`config.mk`:
```
export PLATFORM = sky130hd
export DESIGN_NAME = sdvig_out
export DESIGN_NICKNAME = d
export VERILOG_FILES = /design/src/rtl/sdvig_pkg.sv /design/src/rtl/button_pulse.sv /design/src/rtl/sdvig_out.sv
export SDC_FILE = /design/constraint.sdc
export NUM_CORES = 1
export LEC_CHECK = 0
export CORE_UTILIZATION = 53
export CTS_CLUSTER_SIZE = 12
export DETAILED_ROUTE_END_ITERATION = 8
export GPL_ROUTABILITY_DRIVEN = 0
export PLACE_DENSITY = 0.91
export SETUP_SLACK_MARGIN = 0.5
export SLEW_MARGIN = 0
export SYNTH_ARGS = -nofsm -noshare
export SYNTH_HDL_FRONTEND = slang
export SYNTH_HIERARCHICAL = 1
export SYNTH_SLANG_ARGS = --single-unit
```
`constraint.sdc`:
```
create_clock -name clk -period 2.45 [get_ports clk]
set_input_delay 0.49 -clock clk [delete_from_list [all_inputs] [get_ports clk]]
set_output_delay 0.49 -clock clk [all_outputs]
set_load 0.01 [all_outputs]
```
`src/rtl/sdvig_pkg.sv`:
```
// Shared types and constants for the sdvig_out parallel-in / serial-out shifter.
// Optional build macro used by the top: SDVIG_OUT_AUTO_EN.
package sdvig_pkg;

  localparam int unsigned WIDTH_DEFAULT = 8;

  localparam logic DIR_MSB = 1'b0;
  localparam logic DIR_LSB = 1'b1;

  typedef enum logic [1:0] {
    IDLE  = 2'd0,
    SHIFT = 2'd1,
    DONE  = 2'd2
  } state_t;

endpackage

```
`src/rtl/button_pulse.sv`:
```
// Active-low raw button -> two-flop synchronizer -> one-cycle pulse per press.
// No debounce: each clean falling edge of the contact yields one pulse.
module button_pulse (
  input  logic clk,
  input  logic reset,
  input  logic w_button,
  output logic pulse
);

  logic s1;
  logic s2;

  always_ff @(posedge clk or posedge reset) begin
    if (reset) begin
      s1 <= 1'b0;
      s2 <= 1'b0;
    end else begin
      s1 <= ~w_button;
      s2 <= s1;
    end
  end

  assign pulse = s1 & ~s2;

endmodule

```
`src/rtl/sdvig_out.sv`:
```
// Board PISO shifter: load a switch word, emit it one bit per step on serial_out.
// Build macro SDVIG_OUT_AUTO_EN adds a prescaler that generates steps every AUTO_DIV clocks.
module sdvig_out
  import sdvig_pkg::*;
#(
  parameter int unsigned WIDTH    = WIDTH_DEFAULT,
  parameter int unsigned AUTO_DIV = 50000000
) (
  input  logic             clk,
  input  logic             reset,
  input  logic             w_button_load,
  input  logic             w_button_step,
  input  logic             dir,
  input  logic [WIDTH-1:0] data_in,
  output logic             serial_out,
  output logic [WIDTH-1:0] diod,
  output logic             busy,
  output logic             done
);

  localparam int unsigned CW = $clog2(WIDTH + 1);

  state_t           state_q;
  state_t           state_d;
  logic [WIDTH-1:0] memory;
  logic [CW-1:0]    count;
  logic             dir_q;
  logic             load_p;
  logic             step_p;
  logic             auto_step;
  logic             step_any;
  logic             shift_en;

  button_pulse u_load (
    .clk      (clk),
    .reset    (reset),
    .w_button (w_button_load),
    .pulse    (load_p)
  );

  button_pulse u_step (
    .clk      (clk),
    .reset    (reset),
    .w_button (w_button_step),
    .pulse    (step_p)
  );

`ifdef SDVIG_OUT_AUTO_EN
  localparam int unsigned PW = (AUTO_DIV > 1) ? $clog2(AUTO_DIV) : 1;

  logic [PW-1:0] presc;

  always_ff @(posedge clk or posedge reset) begin
    if (reset) begin
      presc <= '0;
    end else if (load_p || state_q != SHIFT) begin
      presc <= '0;
    end else if (presc == PW'(AUTO_DIV - 1)) begin
      presc <= '0;
    end else begin
      presc <= presc + 1'b1;
    end
  end

  assign auto_step = (state_q == SHIFT) && (presc == PW'(AUTO_DIV - 1));
`else
  logic auto_div_unused;

  // AUTO_DIV is kept on the interface so both builds share one parameter list.
  assign auto_div_unused = (AUTO_DIV == 0);
  assign auto_step       = 1'b0;
`endif

  // Button and auto step in the same cycle collapse into one step; load always wins.
  assign step_any = step_p | auto_step;
  assign shift_en = step_any && !load_p && (state_q == SHIFT) && (count != '0);

  always_ff @(posedge clk or posedge reset) begin
    if (reset) begin
      state_q <= IDLE;
    end else begin
      state_q <= state_d;
    end
  end

  always_comb begin
    state_d = state_q;
    if (load_p) begin
      state_d = SHIFT;
    end else if (shift_en && count == CW'(1)) begin
      state_d = DONE;
    end
  end

  always_comb begin
    busy = (state_q == SHIFT);
    done = (state_q == DONE);
  end

  always_ff @(posedge clk or posedge reset) begin
    if (reset) begin
      memory     <= '0;
      count      <= '0;
      dir_q      <= 1'b0;
      serial_out <= 1'b0;
    end else if (load_p) begin
      memory     <= data_in;
      count      <= CW'(WIDTH);
      dir_q      <= dir;
      serial_out <= 1'b0;
    end else if (shift_en) begin
      count <= count - 1'b1;
      if (dir_q == DIR_MSB) begin
        serial_out <= memory[WIDTH-1];
        memory     <= {memory[WIDTH-2:0], 1'b0};
      end else begin
        serial_out <= memory[0];
        memory     <= {1'b0, memory[WIDTH-1:1]};
      end
    end
  end

  assign diod = memory;

endmodule

```
# == Word-level counts from Yosys, hierarchy flattened ==
# Cells that the tools add are included.
# classes
n_eq_ne,3
bitwise_logic,6
mux,10
add_sub_neg,1
reduce_logical,8
# op_table
cell,count
2-to-1 mux 8 bit,3
2-to-1 mux 4 bit,2
"== test 4 x 1 -> 1 bit, second input constant",1
logical AND 1 bit,4
2-to-1 mux 2 bit,2
NOT 1 bit,4
nonzero test 2 bit,2
nonzero test 4 bit,1
"subtractor 4 x 1 -> 4 bit, second input constant",1
2-to-1 mux 1 bit,3
AND 1 bit,2
"== test 2 x 1 -> 1 bit, second input constant",1
"== test 2 bit, second input constant",1
logical NOT 1 bit,1
# word_totals
inputBits,13
wordCells,37
register_bits,20

# == Longest topological paths before layout ==
# depth
depth_word,9
depth_mapped,6
depth_no_buf,5

# == By module ==
# Netlist, hierarchy kept.
# by_module_without_submodules
mod,seq_area_each_um2,instances,cells_each,area_per_inst_um2
sdvig_out,400.4,1,89,947.2
button_pulse,50.0,2,5,71.3

# == Worst setup path after synthesis ==
# No wires, ideal clock.
# synth_path
kind,register to register
from,reg count[0]
to,reg serial_out
synth_period_minus_slack_ns,1.463
path_stages_with_launch,7
arrival_ns,1.329
t_required_ns,2.315
path_slack_ns,0.987
path_cell_list,dfrtp_1 > inv_1 > ha_1 > or3b_1 > buf_2 > a21oi_1 > a211oi_1
# synth_between
elab_chain_len,3
# synth_rtl
item,line,text
"start, declared",sdvig_out.sv:26,logic [CW-1:0] count;
"start signal, assigned",sdvig_out.sv:108,count <= CW'(WIDTH);
"start signal, assigned",sdvig_out.sv:112,count <= count - 1'b1;
nonzero test 4 bit,sdvig_out.sv:76,assign shift_en = step_any && !load_p && (state_q == SHIFT) && (count != '0);
logical AND 1 bit,sdvig_out.sv:76,
nonzero test 2 bit (no source line),n/a,
"end signal, assigned",sdvig_out.sv:114,serial_out <= memory[WIDTH-1];
"end signal, assigned",sdvig_out.sv:117,serial_out <= memory[0];
"end, declared",sdvig_out.sv:15,"output logic serial_out,"
# Every way passes these cells.
# A chain may end at the register's enable or synchronous reset.

# == Worst setup path after layout ==
# layout_path
from,reg state_q[0]
to,out done
# layout_between
elab_chain_len,1
# layout_rtl
item,line,text
"start, declared",sdvig_out.sv:23,state_t state_q;
"start signal, assigned",sdvig_out.sv:82,state_q <= state_d;
== test 2 bit,sdvig_out.sv:97,done = (state_q == DONE);
"end, declared",sdvig_out.sv:18,output logic done
# Every way passes these cells.

==> impl_metrics.yaml <==
run_status:
  status: "finished clean"
detailed_routing:
  wirelength_um: 2500
  drc: 0
  ant_nets: 0
  vias_per_cell: 5.85
  first_iter_violations: 19
  wl_per_cell_um: 16.9
  vias: 866
  firstDrtPassIters: 4
yosys:
  synthTopCellsByCount: "dfrtp_1 (20), inv_1 (10), mux2i_1 (8), a221o_1 (6), nor3_1 (6)"
  yosysMostFrequentCell: "dfrtp_1"
  synth_largest_area_cell: "dfrtp_1"
  ys.flop_type: "dfrtp_1"
  synth_edf_count: 0
  synth.net_count: 115
  synth_top_cell_area_share_pct: 45.9
  yosysSeqAreaShare_pct: 45.9
  synth.ff_latch_count: 20
  ys_warn_count: 6
  synth.distinct_cells: 32
  syn_avg_cell_area_um2: 11.0
  syn_inst: 99
  synthArstFlopShare_pct: 100
  synthTopCellsByArea: "dfrtp_1 (46%), mux2i_1 (7.3%), a221o_1 (5.5%), ha_1 (3.4%), inv_1 (3.4%)"
  syn_area_um2: 1090
worst_hold_path:
  hold_class: "in2async"
floorplan:
  dieArea_um2: 2240
  core_um2: 1940
  die_w_um: 47.3
  ios: 24
  die_h_um: 47.3
  start_util_pct: 56.1
  rows: 16
placed_design:
  dpl_worst_slack_ns: 0.591
  hpwl_um: 1740
  port_buffers: 23
  placed_area_um2: 1320
power_and_ir_drop:
  ir_worst_vdd_mv: 0.513
  p_leak_uw: 0.000583
  p_per_area_nw_per_um2: 708
finish:
  finalInstanceArea_um2: 1360
  n_antenna_cell: 0
  multiInputGateArea_um2: 522
  nFillCells: 157
  seq_area_um2: 500
  final_layout_size_suffix_gt1_share_pct: 10.7
  nNetsFinal: 138
  areaGrowthSynthToFinish_pct: 25.0
  utilization_pct: 70.2
setup_path:
  cp-start-kind: "flip-flop"
  critical_path.max_fanout: 5
  critPathCaptureType: "output port"
  cp.arrival_ns: 1.39
  critPathKind: "reg2out"
  required_ns: 1.96
sta:
  slew_headroom_pct: 58.4
  setup_viol: 0
  max_freq_mhz: 531
  min_period_over_period_pct: 76.9
  worstMarginPinSlew_ns: 0.623
  final_max_slew_viol_count: 0
  fin_skew_ns: 0.00134
  finalCriticalPeriod_ns: 1.88
  fin_tns_setup_ns: 0
  setup_slack_ns: 0.567
  rsz0062_at_grt: "no"
  finalHoldViolCount: 0
global_routing:
  globalRouteTotalUtil_pct: 23.6
  grt-ovfl-total: 0
  grt_start_max_net_pins: 28
  grt_pass1_wl_um: 3660
  first_global_vias: 867
  grt_antenna_before_repair: 0
clock_tree:
  clockBufferDepth: 2
  clk_pin_slew_ns: 0.12
  cts_setup_buffers: 0
  numCtsBuffers: 3
  clk_latency_ns: 0.30
  h-tree-depth: 1
  cts_root_buf: "clkbuf_4"
  cts.sinks: 20
  cts_tree: "built"
run:
  cap_violations: 0
## critical path, cell delays in order (launching register included)
cell,delay [ns]
dfrtp_1,0.44
nor2_1,0.12
clkdlybuf4s50_1,0.54
## per-layer routing
metal	track usage, %	routed length (µm)	vias up	share of wire, %
met2	39.7	1330	45	53
met4	10.9	40	0	1.6
met1	29.3	991	417	40
li1	-	-	398	-
met5	0	0	-	0
met3	3.85	138	6	5.5
## where the power goes
group          switching, µW  total, µW  internal (µW)  leakage [µW]
registers               72.9        457            384      0.000242
clock network            107        197           90.8     0.0000210
logic                    138        311            172      0.000320
total                    318        965            647      0.000583
## cell type report
class                           instances  share of cell area [%]
Timing Repair Buffer                   23                    17.1
Tap cell                               27                    2.48
Sequential cell                        20                    36.7
Inverter                               10                    2.75
Multi-Input combinational cell         64                    38.3
Clock buffer                            4                    2.66
## registers in the layout, indices dropped and copies added (netlist names)
name and count:
u_step/s2 1, state_q 2, serial_out 1, diod 8, u_step/s1 1, count 4
dir_q 1, u_load/s1 1, u_load/s2 1
## path summary, 6_finish.rpt
kind / from / end / slack [ns] / cells after the start
max: state_q[0] / done / 0.57 / 2
min: reset / u_load/s2 / 0.36 / 2
min in group clk: u_step/s1 / u_step/s2 / 0.42 / 0
max reg2reg: u_load/s1 / count[2] / 0.69 / 4
min reg2reg: u_step/s1 / u_step/s2 / 0.42 / 0
max in group asynchronous: reset / count[2] / 1.45 / 2
## cell families (layout without fill, tap and decap cells)
kind of cell,Yosys count,count (layout),share of synthesized area [%]
AO/OA/AOI/OAI,19,19,13.8
buffers and inverters,16,37,7.00
AND/OR/NAND/NOR,32,33,21.5
flip-flops,20,20,45.9
adder cells (fa/ha/maj),3,3,3.44
multiplexers,9,9,8.38
## cell usage in the layout (no fill, tap or decap), drive strengths merged, types with 3 or more instances in the layout
master and instances:
dfrtp 20, ha 3, inv 10, clkdlybuf4s50 22, nor3 6, nand2 3
and2b 4, mux2i 8, clkbuf 4, a221o 6, a211oi 3, nor2 5
nor2b 6, a21oi 4
## timing repair
action | in CTS | in global routing
gates resized for setup | 0 | 1
endpoints found under the setup margin | 0 | 4
hold buffers | 0 | 0
## metrics by stage
stage | instances | total power (µW) | hold slack, ns
after floorplan | 99 | 638 | 0.231
after global placement | 143 | 749 | 0.369
after detailed placement | 143 | 767 | 0.381
after CTS | 147 | 962 | 0.365
after global routing | 148 | 1020 | 0.388
final | 148 | 965 | 0.363
(Power assumes the default switching activity.)
